[src/rtl/voice_mixer.sv]
// voice_mixer: once per codec LR period, snapshot all voice samples, sum the
// enabled voices serially at full precision, apply a Q1.8 master gain and
// saturate to a signed W-bit sample presented with a one-cycle valid strobe.
module voice_mixer #(
    parameter int NUM_VOICES = 8,
    parameter int W          = 16
) (
    input  logic                    Clk,
    input  logic                    Reset_n,
    input  logic                    lrck,
    input  logic [NUM_VOICES*W-1:0] voice_in,
    input  logic [NUM_VOICES-1:0]   voice_en,
    input  logic [8:0]              gain,
    input  logic                    clip_clr,
    output logic signed [W-1:0]     mix_out,
    output logic                    mix_valid,
    output logic                    busy,
    output logic                    clip
);
    localparam int IDX_W  = (NUM_VOICES > 1) ? $clog2(NUM_VOICES) : 1;
    // Three guard bits: eight full-scale voices can never wrap the sum.
    localparam int ACC_W  = W + 3;
    // Accumulator times a 10-bit signed (zero-extended 9-bit) gain.
    localparam int PROD_W = ACC_W + 10;
    // Product after dropping the 8 fractional gain bits.
    localparam int SC_W   = PROD_W - 8;
    localparam logic [IDX_W-1:0] LAST_IDX = IDX_W'(NUM_VOICES - 1);

    typedef enum logic [1:0] {IDLE, ACCUM, SCALE, OUT} state_t;

    state_t                   state;
    logic                     s1, s2, s3;
    logic                     lrck_rise;
    logic signed [W-1:0]      snap_voice [NUM_VOICES];
    logic [NUM_VOICES-1:0]    snap_en;
    logic signed [ACC_W-1:0]  acc;
    logic [IDX_W-1:0]         idx;
    logic                     sat_flag;
    logic signed [ACC_W-1:0]  voice_term;
    logic signed [PROD_W-1:0] prod;
    logic signed [SC_W-1:0]   scaled;
    logic signed [W-1:0]      sat_val;
    logic                     sat_over;

    // Clamp a scaled value into the signed W-bit range.
    function automatic logic signed [W-1:0] saturate(input logic signed [SC_W-1:0] v);
        logic [SC_W-W:0] top;
        top = v[SC_W-1:W-1];
        if (top == '0 || top == '1)
            return v[W-1:0];
        else if (v[SC_W-1])
            return {1'b1, {(W-1){1'b0}}};
        else
            return {1'b0, {(W-1){1'b1}}};
    endfunction

    assign lrck_rise = s2 & ~s3;
    assign busy      = (state != IDLE);

    // Two-flop synchronizer for the asynchronous lrck plus one delay for edge detect.
    always_ff @(posedge Clk) begin
        if (!Reset_n) begin
            s1 <= 1'b0;
            s2 <= 1'b0;
            s3 <= 1'b0;
        end else begin
            s1 <= lrck;
            s2 <= s1;
            s3 <= s2;
        end
    end

    // Snapshot of all voices and enables at the start of a mix; data only, no reset.
    always_ff @(posedge Clk) begin
        if (state == IDLE && lrck_rise) begin
            for (int i = 0; i < NUM_VOICES; i++)
                snap_voice[i] <= voice_in[i*W +: W];
            snap_en <= voice_en;
        end
    end

    // Current accumulate term, gain product, truncating shift and saturation.
    always_comb begin
        voice_term = snap_en[idx] ? {{(ACC_W-W){snap_voice[idx][W-1]}}, snap_voice[idx]} : '0;
        prod       = PROD_W'(acc) * PROD_W'($signed({1'b0, gain}));
        scaled     = SC_W'(prod >>> 8);
        sat_val    = saturate(scaled);
        sat_over   = (scaled != {{(SC_W-W){sat_val[W-1]}}, sat_val});
    end

    // Mix sequencer: IDLE -> ACCUM (one voice per cycle) -> SCALE -> OUT.
    // mix_out is loaded leaving SCALE so it already holds the new sample
    // during the OUT cycle, where mix_valid is high.
    always_ff @(posedge Clk) begin
        if (!Reset_n) begin
            state     <= IDLE;
            acc       <= '0;
            idx       <= '0;
            mix_out   <= '0;
            mix_valid <= 1'b0;
            sat_flag  <= 1'b0;
            clip      <= 1'b0;
        end else begin
            mix_valid <= 1'b0;
            if (clip_clr)
                clip <= 1'b0;
            case (state)
                IDLE: begin
                    if (lrck_rise) begin
                        acc   <= '0;
                        idx   <= '0;
                        state <= ACCUM;
                    end
                end
                ACCUM: begin
                    acc <= acc + voice_term;
                    idx <= idx + IDX_W'(1);
                    if (idx == LAST_IDX)
                        state <= SCALE;
                end
                SCALE: begin
                    mix_out   <= sat_val;
                    sat_flag  <= sat_over;
                    mix_valid <= 1'b1;
                    state     <= OUT;
                end
                OUT: begin
                    // A saturating sample overrides a simultaneous clear.
                    if (sat_flag)
                        clip <= 1'b1;
                    state <= IDLE;
                end
                default: state <= IDLE;
            endcase
        end
    end
endmodule

[config.mk]
export PLATFORM = sky130hd
export DESIGN_NAME = voice_mixer
export DESIGN_NICKNAME = d
export VERILOG_FILES = /design/src/rtl/voice_mixer.sv
export SDC_FILE = /design/constraint.sdc
export NUM_CORES = 1
export LEC_CHECK = 0
export ABC_AREA = 0
export CAP_MARGIN = 20
export CELL_PAD_IN_SITES_DETAIL_PLACEMENT = 0
export CELL_PAD_IN_SITES_GLOBAL_PLACEMENT = 1
export CORE_MARGIN = 1.5
export CORE_UTILIZATION = 50
export CTS_BUF_LIST = sky130_fd_sc_hd__clkbuf_2 sky130_fd_sc_hd__clkbuf_4 sky130_fd_sc_hd__clkbuf_8
export DETAILED_ROUTE_END_ITERATION = 8
export PLACE_DENSITY = 0.95
export SYNTH_ARGS = -nofsm -noshare
export SYNTH_HDL_FRONTEND = slang
export SYNTH_SLANG_ARGS = --single-unit
[constraint.sdc]
create_clock -name Clk -period 20.2 [get_ports Clk]
set_input_delay 4.04 -clock Clk [delete_from_list [all_inputs] [get_ports Clk]]
set_output_delay 4.04 -clock Clk [all_outputs]
set_load 0.1 [all_outputs]
==> run_results.csv, run 1 <==
group,metric,value,unit
outcome,status,"finished clean",
placement,dpl.hpwl,22600,µm
floorplanning,start_util,0.512,
grt,antenna_found_initial,1,
clock_network,cts_buffers,17,
synth,seq_area_frac_synth,0.364,
clock_network,cts.sinks,185,
synth,synth_top_area_share,0.293,
synth,syn-num-nets,1596,
clock_network,cts_resized,0,
power,cellPowerDensity,68.7,mW/mm²
sta,rsz0062_at_grt,"no",
synth,synth.most_common_cell,"inv_1",
final_layout,fin_nets,1735,
synth,async_reset_ff_frac,0,
floorplanning,fp.dieH,170,µm
synth,yosys_most_used_dff,"edfxtp_1",
floorplanning,rows,60,
job,maxCapViolCount,0,
placement,post-place-ws,9.43,ns
sta,fin_tns_setup,0,ns
synth,synth_area_per_cell,11.4,µm²
route,post_drt_wl_per_cell,16.9,µm
critical_path,arrival,10.70,ns
clock_network,htreeDepth,4,
route,drtIter0Drc,443,
sta,fin_crit_sh,0.512,
route,routed_via_density,5.32,
route,totalWireLength,29500,µm
synth,ys_types,69,
synth,synth_common_cells,"inv_1, fa_1, edfxtp_1",
synth,synth-edff-count,136,
floorplanning,die_area,0.0289,mm²
route,wl_met2,14600,µm
floorplanning,core-area,0.0272,mm²
clock_network,clock-root-buffer,"clkbuf_8",
route,met3_length,1640,µm
route,top_layer_used,"met4",
floorplanning,dieWidth,170,µm
route,drc,0,
sta,maxSlewViolCount,0,
clock_network,holdBufCountCts,0,
route,wirelength_met1,12700,µm
clock_network,cts_tree,"built",
sta,fmax,96.8,MHz
clock_network,cts_setup_buffers,0,
sta,hold_viol_final,0,
floorplanning,io_pins,168,
final_layout,fillers,2210,
final_layout,drive_gt1_frac,0.0752,
sta,skew,0.0285,ns
synth,synthTopCellsByArea,"edfxtp_1, fa_1, ha_1",
route,firstDrtPassIters,5,
critical_path,cp_max_fo,19,
placement,gp_congestion,0.835,
grt,grt_overflow,0,
synth,synth_top_cell_by_area,"edfxtp_1",
power,cellLeakagePower,6.97,nW
synth,ys_ff_latch,185,
clock_network,clk_latency,0.48,ns
power,peakVddDrop,0.0000586,V
clock_network,clk_pin_slew,0.12,ns
synth,synth_cells,1218,
final_layout,area_growth,17.3,%
route,ant_nets,0,
synth,synth_warnings,0,
route,via_count,9270,
placement,io_buffers,167,
grt,grt_pass1_wl,49000,µm
synth,netlist_area,0.0139,mm²
clock_network,cts_buffer_depth,2,
critical_path,critical_path_class,"in -> reg",
grt,grtUsageTotal,0.218,
grt,grt_pass1_vias,9906,
sta,slew_headroom,0.333,
grt,grt_max_degree,95,
sta,worst_pin_slew,0.997,ns
critical_path,cp-end-kind,"flip-flop",
sta,fin_crit,10.33,ns
worst_hold_path,hp-class,"reg -> reg",
critical_path,start_kind,"primary input",
sta,setup_slack,9.87,ns
critical_path,required,20.56,ns
sta,setup_viol,0,
## final timing paths
kind	slack [ns]	endpoint	cells past startpoint	from
max	9.87	mix_out[12]	21	gain[2]
min	0.46	s2	1	s1
max reg2reg	13.83	mix_out[12]	20	acc[18]
min reg2reg	0.46	s2	1	s1
## metrics by stage
step	instance area (µm²)	instances	hold slack (ns)	utilization	power, mW
2_1_floorplan	13900	1218	0.412	-	0.767
3_3_place_gp	15900	1709	0.415	0.584	0.857
3_5_place_dp	15900	1709	0.429	0.584	0.868
4_1_cts	16300	1741	0.460	0.600	1.13
5_1_grt	16300	1743	0.478	0.601	1.19
6_report	16300	1743	0.458	0.601	1.12
## where the power goes
group / switching (mW) / total [mW] / internal [mW]
sequential: 0.0211 / 0.463 / 0.442
clock: 0.165 / 0.263 / 0.0979
combinational: 0.238 / 0.396 / 0.158
## flip-flops by register name (all words and copies together), names as in the netlist, named ones only
name	count
idx	3
sat_flag	1
mix_out	16
clip	1
s2	1
state	2
s1	1
acc	19
mix_valid	1
snap_voice	128
snap_en	8
s3	1
## kinds of logic after synthesis
kind of cell | share of synthesized area
AND/OR/NAND/NOR | 0.119
buffers and inverters | 0.0658
adder cells (fa/ha/maj) | 0.283
flip-flops | 0.364
AO/OA/AOI/OAI | 0.0809
multiplexers | 0.0665
XOR/XNOR | 0.0214
## routing by layer
layer	vias to the layer above	global-route usage
met1	4607	0.275
li1	4359	-
met3	44	0.0412
met2	260	0.380
met5	-	0
met4	0	0.0643
## layout by cell type, fill, tap and decap left out, types with 22 or more instances in the layout
cell	n
o21ai_0	31
dfxtp_1	48
edfxtp_1	136
nand2_1	107
mux4_2	34
xnor2_1	22
clkdlybuf4s50_1	167
nor2_1	63
inv_1	177
a21oi_1	36
fa_1	143
and2_1	95
ha_1	86
## layout make-up
class / count / area, µm² / area share
antenna: 1 / 2.50 / 0.000153
clock buffer: 17 / 234 / 0.0143
clock inverter: 15 / 195 / 0.0120
inverter: 178 / 668 / 0.0409
multi-input combinational: 800 / 7950 / 0.487
sequential: 185 / 5070 / 0.310
tap: 372 / 465 / 0.0285
timing repair buffer: 175 / 1750 / 0.107
## worst max-delay path, stage by stage
cell and delay [ns]:
clkdlybuf4s50_1 1.10, nand2_1 0.22, fa_1 0.54, inv_1 0.20, fa_1 0.48, fa_1 0.50, fa_1 0.49, inv_1 0.05
fa_1 0.49, inv_1 0.05, ha_1 0.33, and3_1 0.22, nand2_1 0.08, o221ai_1 0.38, nand2_1 0.09, o21ai_1 0.23
nor4_2 0.08, or3b_4 0.40, and2_4 0.22, or2_1 0.25, a32o_1 0.25
(Power assumes the default switching activity.)
==> run 2: changes to the inputs <==
CORE_UTILIZATION = 47   (was 50)
PLACE_DENSITY = 0.92   (was 0.95)
clock period = 9.9 ns   (was 20.2 ns; I/O delays follow)
==> run 2 against run 1 <==
Effect of this change:
- core utilization fell by 3.8 points
- total power grew 100%
- non-clock buffer count stayed put
- critical path type unchanged
- largest cell class unchanged
==> run_results.csv, run 2 (synthesized netlist as in run 1, its figures left out) <==
group,metric,value,unit
critical_path,required,10.26,ns
sta,fin_crit_sh,0.834,
final_layout,fin_nets,1735,
final_layout,register_area,0.00507,mm²
route,drc,0,
clock_network,cts_setup_buffers,0,
sta,rsz0062_at_grt,"no",
grt,grt_pass1_wl,48800,µm
route,totalWireLength,29400,µm
route,post_drt_wl_per_cell,16.8,µm
critical_path,max_stage_delay,0.99,ns
placement,gp_congestion,0.836,
clock_network,cts_buffer_depth,2,
critical_path,start_kind,"primary input",
final_layout,diodes,0,
floorplanning,core-area,0.0289,mm²
final_layout,postLayoutCellArea,0.0163,mm²
critical_path,crit_path_frequent_cell,"fa_1",
final_layout,fillers,2343,
grt,antenna_found_initial,1,
route,routed_via_density,5.29,
outcome,status,"finished clean",
sta,worst_pin_slew,0.997,ns
grt,grt_overflow,0,
critical_path,arrival,8.62,ns
clock_network,htreeDepth,4,
route,via_count,9271,
route,met3_length,1450,µm
critical_path,path_cells,"clkdlybuf4s50_1 -> nand2_1 -> fa_1 -> inv_1 -> fa_1 -> fa_1 -> fa_1 -> inv_1 -> fa_1 -> inv_1 -> ha_1 -> and3_1 -> nand2_1 -> o221ai_1 -> nand2_1 -> o21ai_1 -> nor4_2 -> or3b_4 -> and2_4 -> or2_1 -> a32o_1",
route,drtIter0Drc,500,
power,peakVddDrop,0.000118,V
sta,fin_crit,8.26,ns
final_layout,layout_commonest_cell,"inv_1",
floorplanning,dieWidth,175,µm
critical_path,critical_path_class,"in -> reg",
clock_network,clock-root-buffer,"clkbuf_8",
grt,grtUsageTotal,0.202,
sta,hold_viol_final,0,
sta,maxSlewViolCount,0,
clock_network,cts_resized,0,
critical_path,cp-end-kind,"flip-flop",
final_layout,multi_input_area,0.00795,mm²
sta,slew_headroom,0.333,
route,ant_nets,0,
final_layout,layout_common_cells,"inv_1, clkdlybuf4s50_1, fa_1, edfxtp_1, nand2_1",
final_layout,area_growth,17.1,%
placement,io_buffers,167,
final_layout,top_regs,"snap_voice (128), acc (19), mix_out (16)",
critical_path,critPathSlowestCell,"clkdlybuf4s50_1",
floorplanning,start_util,0.481,
route,firstDrtPassIters,5,
critical_path,cp_max_fo,19,
route,wirelength_met1,12800,µm
clock_network,cts.sinks,185,
worst_hold_path,hp-class,"reg -> reg",
grt,grt_max_degree,78,
grt,grt_pass1_vias,10000,
clock_network,cts_tree,"built",
power,cellPowerDensity,140,mW/mm²
placement,dpl_cell_area,0.0159,mm²
floorplanning,io_pins,168,
clock_network,clk_latency,0.47,ns
final_layout,drive_gt1_frac,0.0752,
sta,fmax,121,MHz
clock_network,clk_pin_slew,0.13,ns
sta,setup_viol,0,
placement,dpl.hpwl,22800,µm
floorplanning,fp.dieH,175,µm
floorplanning,die_area,0.0307,mm²
clock_network,cts_buffers,17,
sta,skew,0.0361,ns
sta,fin_tns_setup,0,ns
power,cellLeakagePower,6.96,nW
final_layout,largest_reg_flops,128,
floorplanning,rows,62,
final_layout,top_register,"snap_voice",
route,wl_met2,14800,µm
clock_network,holdBufCountCts,0,
job,maxCapViolCount,0,
route,top_layer_used,"met4",
[run 2: path summary, 6_finish.rpt]
path | startpoint | endpoint | slack (ns) | depth (start not counted)
setup / recovery | gain[1] | mix_out[12] | 1.64 | 21
hold reg to reg | s1 | s2 | 0.45 | 1
hold / removal | s1 | s2 | 0.45 | 1
setup reg to reg | acc[18] | mix_out[12] | 3.47 | 20
[run 2: critical path: cells and delay by family]
family	cells	cell delay, ns
adders and majority gates	6	2.93
and+or+nand+nor	8	1.62
buffers and inverters	4	1.20
AOI/OAI and AO/OA	3	0.87
[run 2: power breakdown]
part	leakage [nW]	internal, mW	switching (mW)
registers	1.64	0.903	0.0426
clock network	0.207	0.199	0.327
logic	5.12	0.322	0.486
total	6.96	1.42	0.856
[run 2: layer usage]
metal,vias up,track usage
met4,0,0.0552
li1,4355,-
met3,28,0.0335
met5,-,0
met2,258,0.356
met1,4630,0.256
[run 2: metrics by stage]
stage	setup slack [ns]	std cells	total power, mW	util	hold slack (ns)
finish	1.64	1754	2.28	0.563	0.454
global route	1.28	1754	2.42	0.563	0.482
CTS	1.70	1754	2.30	0.563	0.463
detailed placement	1.21	1722	1.78	0.549	0.429
global placement	1.36	1722	1.75	0.549	0.416
floorplan	1.72	1218	1.56	-	0.412
[run 2: area by class of cell]
class / count / area share
multi-input cells: 800 / 0.488
flip-flops and latches: 185 / 0.311
repair buffers: 175 / 0.106
inverters: 178 / 0.0410
well taps: 384 / 0.0295
clock buffers: 18 / 0.0148
clock inverters: 14 / 0.0101
